## src/rtl/alu_pkg.sv

```systemverilog
// Shared definitions for the ALU arbiter: control codes, FSM encoding and
// requester-id sizing.
package alu_pkg;

   localparam logic [3:0] CTRL_AND   = 4'd0;
   localparam logic [3:0] CTRL_OR    = 4'd1;
   localparam logic [3:0] CTRL_ADDU  = 4'd2;
   localparam logic [3:0] CTRL_SLL   = 4'd3;
   localparam logic [3:0] CTRL_AND_N = 4'd4;
   localparam logic [3:0] CTRL_OR_N  = 4'd5;
   localparam logic [3:0] CTRL_SUBU  = 4'd6;
   localparam logic [3:0] CTRL_SLT   = 4'd7;
   localparam logic [3:0] CTRL_LUI   = 4'd8;

   localparam int ID_W = 1;

   typedef enum logic [1:0] {
      IDLE = 2'd0,
      EXEC = 2'd1,
      RESP = 2'd2
   } state_t;

   // Requester id to its one-hot port bit.
   function automatic logic [1:0] id_onehot(input logic [ID_W-1:0] id);
      logic [1:0] oh;
      if (id == 1'b1) begin
         oh = 2'b10;
      end else begin
         oh = 2'b01;
      end
      return oh;
   endfunction

endpackage

```

## src/rtl/alu_arbiter_alu.sv

```systemverilog
// Combinational 32-bit ALU; unused control codes produce a zero result and
// a clear sign flag.
module alu_arbiter_alu
   import alu_pkg::*;
(
   input  logic [3:0]  ctrl,
   input  logic [31:0] a,
   input  logic [31:0] b,
   input  logic [4:0]  shamt,
   output logic [31:0] result,
   output logic        sign
);

   logic lt_s;
   logic eq_s;

   assign lt_s = (a < b);
   assign eq_s = (a == b);

   // Result and sign selection by control code.
   always_comb begin
      result = 32'd0;
      sign   = 1'b0;
      case (ctrl)
         CTRL_AND:   result = a & b;
         CTRL_OR:    result = a | b;
         CTRL_ADDU:  result = a + b;
         CTRL_SLL:   result = b << shamt;
         CTRL_AND_N: result = a & ~b;
         CTRL_OR_N:  result = a | ~b;
         CTRL_SUBU: begin
            result = a - b;
            sign   = eq_s;
         end
         CTRL_SLT: begin
            result = {31'd0, lt_s};
            sign   = lt_s;
         end
         CTRL_LUI:   result = b << 5'd16;
         default: begin
            result = 32'd0;
            sign   = 1'b0;
         end
      endcase
   end

endmodule

```

## src/rtl/alu_arbiter.sv

```systemverilog
// Round-robin two-port front end for the shared ALU; one operation in flight,
// result held in registers until the issuing requester consumes it.
module alu_arbiter
   import alu_pkg::*;
(
   input  logic        clk,
   input  logic        reset,
   input  logic [1:0]  req_valid,
   output logic [1:0]  req_ready,
   input  logic [3:0]  req0_ctrl,
   input  logic [3:0]  req1_ctrl,
   input  logic [31:0] req0_a,
   input  logic [31:0] req1_a,
   input  logic [31:0] req0_b,
   input  logic [31:0] req1_b,
   input  logic [4:0]  req0_shamt,
   input  logic [4:0]  req1_shamt,
   output logic [1:0]  rsp_valid,
   input  logic [1:0]  rsp_ready,
   output logic [31:0] rsp_result,
   output logic        rsp_sign
);

   state_t            state_r;
   state_t            state_next_s;
   logic [ID_W-1:0]   last_r;
   logic [ID_W-1:0]   owner_r;
   logic [ID_W-1:0]   grant_id_s;
   logic              grant_any_s;
   logic              accept_s;
   logic [3:0]        ctrl_r;
   logic [31:0]       a_r;
   logic [31:0]       b_r;
   logic [4:0]        shamt_r;
   logic [31:0]       alu_result_s;
   logic              alu_sign_s;
   logic [31:0]       result_r;
   logic              sign_r;
   logic [1:0]        rsp_valid_r;

   // Tie goes to whichever requester was not served last.
   always_comb begin
      grant_id_s  = 1'b0;
      grant_any_s = 1'b0;
      if (req_valid == 2'b11) begin
         grant_id_s  = ~last_r;
         grant_any_s = 1'b1;
      end else if (req_valid[0]) begin
         grant_id_s  = 1'b0;
         grant_any_s = 1'b1;
      end else if (req_valid[1]) begin
         grant_id_s  = 1'b1;
         grant_any_s = 1'b1;
      end else begin
         grant_id_s  = 1'b0;
         grant_any_s = 1'b0;
      end
   end

   // Next-state, accept and ready decode.
   always_comb begin
      state_next_s = state_r;
      accept_s     = 1'b0;
      req_ready    = 2'b00;
      case (state_r)
         IDLE: begin
            if (grant_any_s && !reset) begin
               req_ready    = id_onehot(grant_id_s);
               accept_s     = 1'b1;
               state_next_s = EXEC;
            end else begin
               state_next_s = IDLE;
            end
         end
         EXEC: state_next_s = RESP;
         RESP: begin
            if (rsp_ready[owner_r]) begin
               state_next_s = IDLE;
            end else begin
               state_next_s = RESP;
            end
         end
         default: state_next_s = IDLE;
      endcase
   end

   // State, round-robin pointer and operand capture.
   always_ff @(posedge clk) begin
      if (reset) begin
         state_r <= IDLE;
         last_r  <= 1'b1;
         owner_r <= 1'b0;
         ctrl_r  <= 4'd0;
         a_r     <= 32'd0;
         b_r     <= 32'd0;
         shamt_r <= 5'd0;
      end else begin
         state_r <= state_next_s;
         if (accept_s) begin
            last_r  <= grant_id_s;
            owner_r <= grant_id_s;
            if (grant_id_s == 1'b1) begin
               ctrl_r  <= req1_ctrl;
               a_r     <= req1_a;
               b_r     <= req1_b;
               shamt_r <= req1_shamt;
            end else begin
               ctrl_r  <= req0_ctrl;
               a_r     <= req0_a;
               b_r     <= req0_b;
               shamt_r <= req0_shamt;
            end
         end
      end
   end

   alu_arbiter_alu u_alu (
      .ctrl   (ctrl_r),
      .a      (a_r),
      .b      (b_r),
      .shamt  (shamt_r),
      .result (alu_result_s),
      .sign   (alu_sign_s)
   );

   // Response registers: loaded only on leaving EXEC, valid dropped on consume.
   always_ff @(posedge clk) begin
      if (reset) begin
         result_r    <= 32'd0;
         sign_r      <= 1'b0;
         rsp_valid_r <= 2'b00;
      end else if (state_r == EXEC) begin
         result_r    <= alu_result_s;
         sign_r      <= alu_sign_s;
         rsp_valid_r <= id_onehot(owner_r);
      end else if ((state_r == RESP) && rsp_ready[owner_r]) begin
         rsp_valid_r <= 2'b00;
      end else begin
         rsp_valid_r <= rsp_valid_r;
      end
   end

   assign rsp_valid  = rsp_valid_r;
   assign rsp_result = result_r;
   assign rsp_sign   = sign_r;

endmodule

```

## config.mk

```make
export PLATFORM = sky130hd
export DESIGN_NAME = alu_arbiter
export DESIGN_NICKNAME = d
export VERILOG_FILES = /design/src/rtl/alu_pkg.sv /design/src/rtl/alu_arbiter_alu.sv /design/src/rtl/alu_arbiter.sv
export SDC_FILE = /design/constraint.sdc
export NUM_CORES = 1
export LEC_CHECK = 0
export ABC_AREA = 1
export CAP_MARGIN = 20
export CELL_PAD_IN_SITES_DETAIL_PLACEMENT = 2
export CELL_PAD_IN_SITES_GLOBAL_PLACEMENT = 2
export CORE_ASPECT_RATIO = 1.2
export CORE_MARGIN = 3
export CORE_UTILIZATION = 26
export DETAILED_ROUTE_END_ITERATION = 16
export HOLD_SLACK_MARGIN = 0.12
export PLACE_DENSITY_LB_ADDON = 0.1
export SYNTH_ARGS = -nofsm -noshare
export SYNTH_HDL_FRONTEND = slang
export SYNTH_HIERARCHICAL = 1
export SYNTH_SLANG_ARGS = --single-unit
```

## constraint.sdc

```tcl
create_clock -name clk -period 2.1 [get_ports clk]
set_input_delay 0.63 -clock clk [delete_from_list [all_inputs] [get_ports clk]]
set_output_delay 0.63 -clock clk [all_outputs]
set_load 0.1 [all_outputs]
```

==> run metrics, run 1 <==
outcome complete, but fails checks; failing checks negative setup slack; Critical Path Fanout Max 6; area delta synth->final 58.1%; Slew @ Worst Pin 0.918 ns; Slew HR 0.388; most common cell after layout, fill and taps aside nand2_1; Final Core Density 0.416; Final period util 1.18; multi-input logic area 10900 um^2; H-Tree Depth 3; Power Density 576 nW/um^2; Worst EP required 2.42 ns; die area 53700 um^2; placed insts 3462; Routed WL 85200 um; fraction of registers with async set/reset 0; unrepaired setup endpoints after global routing yes; VDD IR max 0.000356 V; Hold EP rsp_valid[0]; first-pass GRT wire length roughly 120000 um; Initial DRC Count approximately 900; sequential fraction of the synthesis area 0.169; CP Capture Type register; Post-Synth Simple-Gate Area 0.462; # Max-Cap Violations 0; NumNets Final 3079; CP startpoint kind register; flops & latches, synth 112; CTS Root Cell clkbuf_16; Leak 9.94 nW; Max Clk Rate 0.402 GHz; cell area after synthesis around 13000 um^2; adder-cell share of the synthesized area 0.0625; Synth Net Count 2623; post-layout min period 2.49 ns; FILL cells 6091; worst hold start rsp_valid[0]; post-synth cell types 50; Most used DFF post-synth dfxtp_1; Antenna Diode Count 0; R2R cell count 15; antenna violations before repair 0; capturing point of the worst reg2reg path rsp_result[24]; Compound-Gate Fraction of Synth Area 0.142; reg-to-reg slack, setup -0.39 ns; non-filler instance count after layout ~3.5k; largest net degree at the start of global routing 76; Slew Limit Fails 0; main combinational cell family by area after synthesis simple AND/OR/NAND/NOR gates; EDFF count, synth 0; Post-Synth XOR/XNOR Area 0.0231; Die X roughly 210 um; Clock Latency Late Sink slightly above 0.4 ns; Clock Pin Slew Worst Setup and Hold Paths 0.09 ns; hold path cells 2; Initial Utilization 0.263; fin worst setup slack -0.388 ns; dpl hpwl ~66000 um; final setup fails 31; Sink Count roughly 110; Yosys top cell by area nand2_1; share of layout cells above drive strength 1 0.321; # port buffers 188; Crit Path Class register to register; CORE AREA 50300 um^2; TritonCTS Buffers 9; CP arrival ~2.8 ns; IO Pins 189; Post-Syn Instances 2406; vias per cell 5.27; global route overflow 0; vias in the first global route 19.7k; Yosys top cell area share 0.240; via count between 15k and 20k; Fin Clk Skew roughly 0.019 ns; Seq. cell area around 2300 um^2; final hold violation count 0; multiplexer share of the synthesized area 0; drt drc 0; synth warn 6; Die Span Y 253 um; Site Rows 90; Area contributors post-synth nand2_1 (24%), dfxtp_1 (17%), nand3_1 (11%), inv_1 (7.8%), ha_1 (5.9%); most frequent cells in the layout nand2_1 (736), buf_4 (350), nand3_1 (264); All-Layer GR Usage 0.297; placer congestion estimate 0.920; Avg Cell Area, Syn roughly 5.5 um^2; CTS tree yes; Final ANT Viol Nets 0; Hold Path Class register to register; RR Startpoint b_r[13]; TritonRoute pass-1 iters 5; clk buf depth 2; drt wl/cell 24.3 um
==> stage by stage <==
stage                     total power [W]  hold WS (ns)  area (um^2)  setup TNS, ns  worst slack [ns]
after floorplan                   0.00573         0.440        13300        -0.0270           -0.0242
after global placement            0.00853         0.485        18500         -29.03            -0.402
after detailed placement          0.00876         0.521        18500         -35.45            -0.514
after CTS                          0.0114         0.533        20100          -1.51            -0.101
after global routing               0.0127         0.549        20900          -7.29            -0.440
final                              0.0121         0.526        20900          -3.59            -0.388
==> cells in the mapped netlist (4+ instances only) <==
cell,number
inv_1,276
o21ai_1,15
xnor2_1,11
nand3_1,304
o21ai_2,14
o21bai_1,9
nand4_1,22
buf_6,11
and3_1,5
buf_4,26
buf_2,65
inv_2,16
nand2_1,847
buf_1,4
nand3_2,5
clkbuf_1,20
a21oi_1,148
o211ai_1,24
nor3_2,4
nand3b_1,8
o21ai_0,85
nor2_1,187
nor3_1,11
nor4_1,4
nand2_2,19
xor2_1,24
o2111ai_1,7
dfxtp_1,112
ha_1,63
nor2_2,23
==> critical path, stage by stage (launching register included) <==
cell and delay [ns]:
dfxtp_2 0.34, inv_2 0.07, ha_4 0.33, buf_6 0.12
nand2_4 0.06, nor2_4 0.14, inv_2 0.06, nor3_2 0.23
buf_4 0.18, nand2_4 0.06, buf_6 0.12, nand4_1 0.09
nand3_1 0.12, nand3_1 0.14, o21ai_1 0.09, nor2_1 0.24
==> registers in the layout, summed over array words and instances (netlist names) <==
register	count
state_r	2
last_r	1
b_r	32
a_r	32
shamt_r	5
owner_r	1
rsp_valid	2
rsp_result	32
rsp_sign	1
ctrl_r	4
==> worst max-delay path by stage <==
| stage | startpoint | slack, ns | endpoint | cells after the start |
|---|---|---|---|---|
| 6_report | b_r[13] | -0.39 | rsp_result[24] | 15 |
| 5_1_grt | b_r[13] | -0.44 | rsp_result[24] | 15 |
| 4_1_cts | a_r[0] | -0.10 | rsp_result[18] | 15 |
| 3_5_place_dp | b_r[11] | -0.51 | rsp_result[28] | 15 |
| 3_3_place_gp | req_valid[0] | -0.40 | req_ready[0] | 6 |
| 2_1_floorplan | req_valid[0] | -0.02 | req_ready[0] | 6 |
==> layer usage <==
| layer | part of all wire | global-route usage |
|---|---|---|
| met3 | 0.035 | 0.0247 |
| met5 | 0 | 0 |
| met2 | 0.49 | 0.531 |
| met4 | 0.053 | 0.113 |
| met1 | 0.42 | 0.370 |
==> cell type report <==
class                           instances  share of cell area
Tap cell                              644              0.0385
Clock inverter                          4             0.00245
Multi-Input combinational cell       1871               0.522
Timing Repair Buffer                  574               0.262
Sequential cell                       112               0.110
Inverter                              294              0.0535
Clock buffer                           12              0.0122
==> logic make-up after synthesis <==
kind of cell | Yosys count
XOR/XNOR | 35
buffers and inverters | 423
adder cells (fa/ha/maj) | 65
AND/OR/NAND/NOR | 1445
AO/OA/AOI/OAI | 326
flip-flops | 112
==> where the power goes <==
group	internal [W]	switching, W
Sequential	0.00230	0.000191
Combinational	0.00295	0.00460
Clock	0.000998	0.00104
Total	0.00625	0.00582
==> repair_timing <==
action	CTS	global route
setup buffers	23	10
cloned	0	0
endpoints found under the setup margin	34	35
pin swaps	61	100
resized for setup	309	237
hold buffers	0	0
No activity file was read; power rests on OpenSTA's default activity.
==> run 2, diff against run 1 <==
--- a/config.mk
+++ b/config.mk
@@ -5,16 +5,17 @@
 export SDC_FILE = /design/constraint.sdc
 export NUM_CORES = 1
 export LEC_CHECK = 0
-export ABC_AREA = 1
+export ABC_AREA = 0
 export CAP_MARGIN = 20
 export CELL_PAD_IN_SITES_DETAIL_PLACEMENT = 2
 export CELL_PAD_IN_SITES_GLOBAL_PLACEMENT = 2
 export CORE_ASPECT_RATIO = 1.2
 export CORE_MARGIN = 3
-export CORE_UTILIZATION = 26
+export CORE_UTILIZATION = 29
 export DETAILED_ROUTE_END_ITERATION = 16
 export HOLD_SLACK_MARGIN = 0.12
 export PLACE_DENSITY_LB_ADDON = 0.1
+export RECOVER_POWER = 50
 export SYNTH_ARGS = -nofsm -noshare
 export SYNTH_HDL_FRONTEND = slang
 export SYNTH_HIERARCHICAL = 1
==> constraint.sdc (replaced) <==
create_clock -name clk -period 2.2 [get_ports clk]
set_input_delay 0.66 -clock clk [delete_from_list [all_inputs] [get_ports clk]]
set_output_delay 0.66 -clock clk [all_outputs]
set_load 0.1 [all_outputs]
==> run metrics, run 2 <==
Final period util 1.47; antenna violations before repair 4; share of layout cells above drive strength 1 0.444; Routed WL 76700 um; failing checks negative setup slack; die area 43200 um^2; H-Tree Depth 3; TritonRoute pass-1 iters 6; dpl hpwl 57500 um; final instance area 19700 um^2; CP Capture Type register; Slew HR 0.539; EDFF count, synth 0; Initial Utilization 0.295; post-layout min period approximately 3.2 ns; Critical Path Fanout Max 4; Most used DFF post-synth dfxtp_1; Power Density slightly above 600 nW/um^2; placer congestion estimate approximately 0.95; Hold Path Class register to register; count leader, synth nand2_1; Clock Pin Slew Worst Setup and Hold Paths 0.09 ns; CP startpoint kind register; fin worst setup slack -1.03 ns; Crit Path Class register to register; drt drc 0; Site Rows 80; outcome complete, but fails checks; CP max stage delay 0.45 ns; Synth Net Count 1777; # Max-Cap Violations 0; Final ANT Viol Nets 0; CTS tree yes; via count 15.5k; fraction of registers with async set/reset 0; Yosys top cell area share 0.190; non-filler instance count after layout 2681; largest net degree at the start of global routing 100; Die Span Y 227 um; flops & latches, synth 112; Clock Latency Late Sink 0.42 ns; critical-path cell list buf_6 -> buf_6 -> inv_4 -> ha_4 -> fa_2 -> nor2b_4 -> o21bai_4 -> a21oi_4 -> o31ai_4 -> o31ai_4 -> a41o_1 -> a21oi_4 -> o211ai_1 -> buf_4 -> o211ai_1 -> nand2_1 -> a21oi_1; slowest CP cell fa_2; clk buf depth 2; Antenna Diode Count 0; post-synth cell types 89; area delta synth->final 66.4%; Post-Syn Instances 1560; Area contributors post-synth dfxtp_1 (19%), nand2_1 (9.4%), a311oi_2 (8.8%), a21oi_1 (7.4%), ha_1 (6.7%); CTS Root Cell clkbuf_16; unrepaired setup endpoints after global routing yes; placed standard-cell area 18000 um^2; Worst EP required between 2 and 2.5 ns; synth warn 6; All-Layer GR Usage 0.330; CORE AREA 40000 um^2; Die X 190 um; vias per cell 5.79; Initial DRC Count roughly 1.1k; Slew Limit Fails 0; Final TNS setup -22.51 ns; final hold violation count 0; vias in the first global route between 15k and 20k; NumNets Final ~2.4k; sequential fraction of the synthesis area 0.190; Slew @ Worst Pin 0.691 ns; Avg Cell Area, Syn 7.58 um^2; IO Pins 189; VDD IR max 0.000476 V; # port buffers between 150 and 200; first-pass GRT wire length 107000 um; Sink Count 112; CP arrival 3.51 ns; Leak 8.03 nW; Total Power 0.0120 W; most frequent cells in the layout buf_4 (489), nand2_1 (292), clkdlybuf4s50_1 (148); synth cell count leaders nand2_1 (297), a21oi_1 (174), dfxtp_1 (112); cell area after synthesis approximately 12000 um^2; TritonCTS Buffers 9; Max Clk Rate 0.309 GHz; final setup fails 33; drt wl/cell 28.6 um; most common cell after layout, fill and taps aside buf_4; Yosys top cell by area dfxtp_1; FILL cells 4435; Fin Clk Skew roughly 0.021 ns; placed insts about 2.6k; global route overflow 0
-- run 2: cell types whose count changed after synthesis, sizes merged, moves of 27 or more --
cell,previous run,this run
nor2,213,93
buf,108,75
a311oi,0,75
a21oi,150,235
o21ai,114,69
mux2i,0,27
nand2,866,297
clkbuf,21,56
nand3,309,16
inv,292,73
-- run 2: critical path: cells and delay by family (launching register included) --
kind | cells | cell delay [ns]
AO/OA/AOI/OAI | 9 | 1.45
adder cells (fa/ha/maj) | 2 | 0.62
buffers and inverters | 4 | 0.40
flip-flops | 1 | 0.37
AND/OR/NAND/NOR | 2 | 0.26
-- run 2: cell families after synthesis --
kind of cell	share of synthesized area
mux	0.0553
simple gates	0.187
buf+inv	0.0867
compound gates	0.368
flops	0.190
fa+ha+maj	0.0836
xor+xnor	0.0304
-- run 2: path summary, 6_finish.rpt --
check                     from      endpoint  slack, ns  cells past startpoint
setup / recovery        a_r[0]      rsp_sign      -1.03                     17
hold / removal    rsp_valid[1]  rsp_valid[1]       0.49                      2
setup reg to reg        a_r[0]      rsp_sign      -1.03                     17
hold reg to reg   rsp_valid[1]  rsp_valid[1]       0.49                      2
-- run 2: where the power goes --
| group | switching [W] | internal [W] |
|---|---|---|
| clock network | 0.000953 | 0.000951 |
| logic | 0.00431 | 0.00338 |
| registers | 0.000248 | 0.00221 |
-- run 2: metal layers --
metal / track usage / wire length (um) / share of wire / vias to the layer above
met1: 0.422 / 32300 / 0.42 / 7919
met5: 0 / 13 / 0.00017 / -
met2: 0.588 / 37600 / 0.49 / 605
met4: 0.0921 / 2840 / 0.037 / 2
met3: 0.0363 / 3870 / 0.050 / 146
li1: - / - / - / 6844
-- run 2: layout make-up --
class	count	area, um^2	share of cell area
Tap cell	533	667	0.0339
Clock inverter	4	51.3	0.00261
Inverter	74	284	0.0144
Sequential cell	112	2340	0.119
Multi-Input combinational cell	1243	9760	0.496
Clock buffer	12	256	0.0130
Timing Repair Buffer	703	6320	0.321
-- run 2: per-stage QoR --
stage	setup WS (ns)	utilization	hold WS, ns
floorplan	-0.638	-	0.462
global placement	-1.04	0.450	0.445
detailed placement	-1.07	0.450	0.474
CTS	-0.965	0.476	0.488
global route	-1.13	0.491	0.515
finish	-1.03	0.491	0.489
-- run 2: what timing repair did --
item	in CTS	in global routing
gates resized for setup	135	110
hold buffers	0	0
endpoints found under the setup margin	36	35
gates cloned	0	0
pin swaps	59	59
buffers inserted	19	29
==> run 3, diff against run 2 <==
--- a/config.mk
+++ b/config.mk
@@ -16,6 +16,7 @@
 export HOLD_SLACK_MARGIN = 0.12
 export PLACE_DENSITY_LB_ADDON = 0.1
 export RECOVER_POWER = 50
+export SKIP_CTS_REPAIR_TIMING = 1
 export SYNTH_ARGS = -nofsm -noshare
 export SYNTH_HDL_FRONTEND = slang
 export SYNTH_HIERARCHICAL = 1
==> run metrics, run 3 (synthesis results as in run 2) <==
Hold Path Class register to register; Max Clk Rate 0.305 GHz; Initial Utilization 0.295; TritonCTS Buffers 9; NumNets Final 2346; clk buf depth 2; Worst EP required 2.54 ns; met3 WL 3750 um; die area approximately 43000 um^2; final setup fails 35; global route overflow 0; vias per cell 5.73; CORE AREA 40000 um^2; largest net degree at the start of global routing 100; Initial DRC Count 1017; Worst Path Buf+Inv 1; IO Pins 189; Die Span Y 227 um; outcome complete, but fails checks; CP max stage delay 0.45 ns; fin worst setup slack -1.07 ns; slowest CP cell a221oi_4; first-pass GRT wire length 102000 um; Final ANT Viol Nets 0; Antenna Diode Count 0; Final TNS setup -22.81 ns; M1 wire length 31500 um; CP startpoint kind register; # port buffers ~190; CP arrival 3.62 ns; area delta synth->final 65.3%; placed standard-cell area 18000 um^2; Hold WS about 0.49 ns; # Max-Cap Violations 0; Die X 190 um; DR top layer met5; final instance area a little under 20000 um^2; H-Tree Depth 3; Fin Clk Skew approximately 0.015 ns; Clock Pin Slew Worst Setup and Hold Paths 0.08 ns; dpl hpwl between 50000 and 60000 um; unrepaired setup endpoints after global routing yes; most common cell after layout, fill and taps aside buf_4; drt wl/cell around 28 um; Slew HR 0.519; VDD IR max 0.000465 V; CTS tree yes; Slew Limit Fails 0; share of layout cells above drive strength 1 0.441; vias in the first global route 16.1k; Sink Count about 110; post-layout min period 3.27 ns; Power Density 607 nW/um^2; Final period util 1.49; Leak 7.99 nW; Site Rows 80; Routed WL 74400 um; final hold violation count 0; critical-path cell list inv_1 -> fa_2 -> nor2_4 -> o311ai_4 -> a221oi_4 -> o2111ai_4 -> nor2_2 -> a41oi_2 -> o311a_1 -> o311a_1 -> nor2_1 -> nand2_1 -> a21oi_2; most frequent cells in the layout buf_4 (471), nand2_1 (289), clkdlybuf4s50_1 (148); cell mode on critical path o311a_1; All-Layer GR Usage 0.314; failing checks negative setup slack; CP Capture Type register; Crit Path Class register to register; placer congestion estimate 0.946; drt drc 0; crit-path leading delay family compound AO/OA/AOI/OAI gates; CTS Root Cell clkbuf_16; Clock Latency Late Sink 0.41 ns; Critical Path Fanout Max 4; TritonRoute pass-1 iters 6; Slew @ Worst Pin 0.716 ns; met2 WL approximately 37000 um; via count ~15k; antenna violations before repair 1
[run 3: cell count changes in the layout (fill, tap and decap cells not counted), moves of 3 or more]
cell     change
buf_4       -18
a21oi_2     +11
ha_1         +4
inv_2        -4
buf_6        +3
nor3_2       -3
nand2_1      -3
dfxtp_4      -3
dfxtp_2      +3
nand2_2      +4
a21oi_1     -10
[run 3: routing by layer]
metal | vias up | GRT usage
li1 | 6820 | -
met1 | 7795 | 0.410
met2 | 548 | 0.552
met3 | 120 | 0.0314
met4 | 2 | 0.0897
met5 | - | 0
[run 3: cell type report]
cell class | count | area [um^2]
multi-input combinational | 1243 | 9710
timing repair buffer | 689 | 6230
inverter | 74 | 289
tap | 533 | 667
clock inverter | 4 | 51.3
clock buffer | 12 | 256
fill | 4432 | 20500
sequential | 112 | 2330
[run 3: final timing paths]
check | to | depth (start not counted) | slack (ns) | startpoint
setup / recovery | rsp_result[30] | 13 | -1.07 | a_r[1]
hold / removal | rsp_valid[1] | 2 | 0.49 | rsp_valid[1]
setup reg to reg | rsp_result[30] | 13 | -1.07 | a_r[1]
hold reg to reg | rsp_valid[1] | 2 | 0.49 | rsp_valid[1]
[run 3: power breakdown]
part / total (W) / switching, W / leakage (nW) / internal, W
combinational: 0.00752 / 0.00419 / 6.90 / 0.00333
clock: 0.00188 / 0.000931 / 0.149 / 0.000951
sequential: 0.00245 / 0.000244 / 0.938 / 0.00221
[run 3: through the flow]
stage / setup slack, ns / instances / power, W / utilization
floorplan: -0.638 / 1560 / 0.00568 / -
detailed placement: -1.07 / 2623 / 0.00905 / 0.450
CTS: -1.10 / 2639 / 0.0110 / 0.457
global placement: -1.04 / 2623 / 0.00883 / 0.450
global route: -1.18 / 2667 / 0.0123 / 0.488
finish: -1.07 / 2667 / 0.0119 / 0.488
[run 3: worst reg2reg max path, stage by stage, from the launching register on]
cell and delay, ns:
dfxtp_2 0.39, inv_1 0.11, fa_2 0.44, nor2_4 0.14
o311ai_4 0.13, a221oi_4 0.46, o2111ai_4 0.17, nor2_2 0.18
a41oi_2 0.18, o311a_1 0.36, o311a_1 0.34, nor2_1 0.11
nand2_1 0.08, a21oi_2 0.13
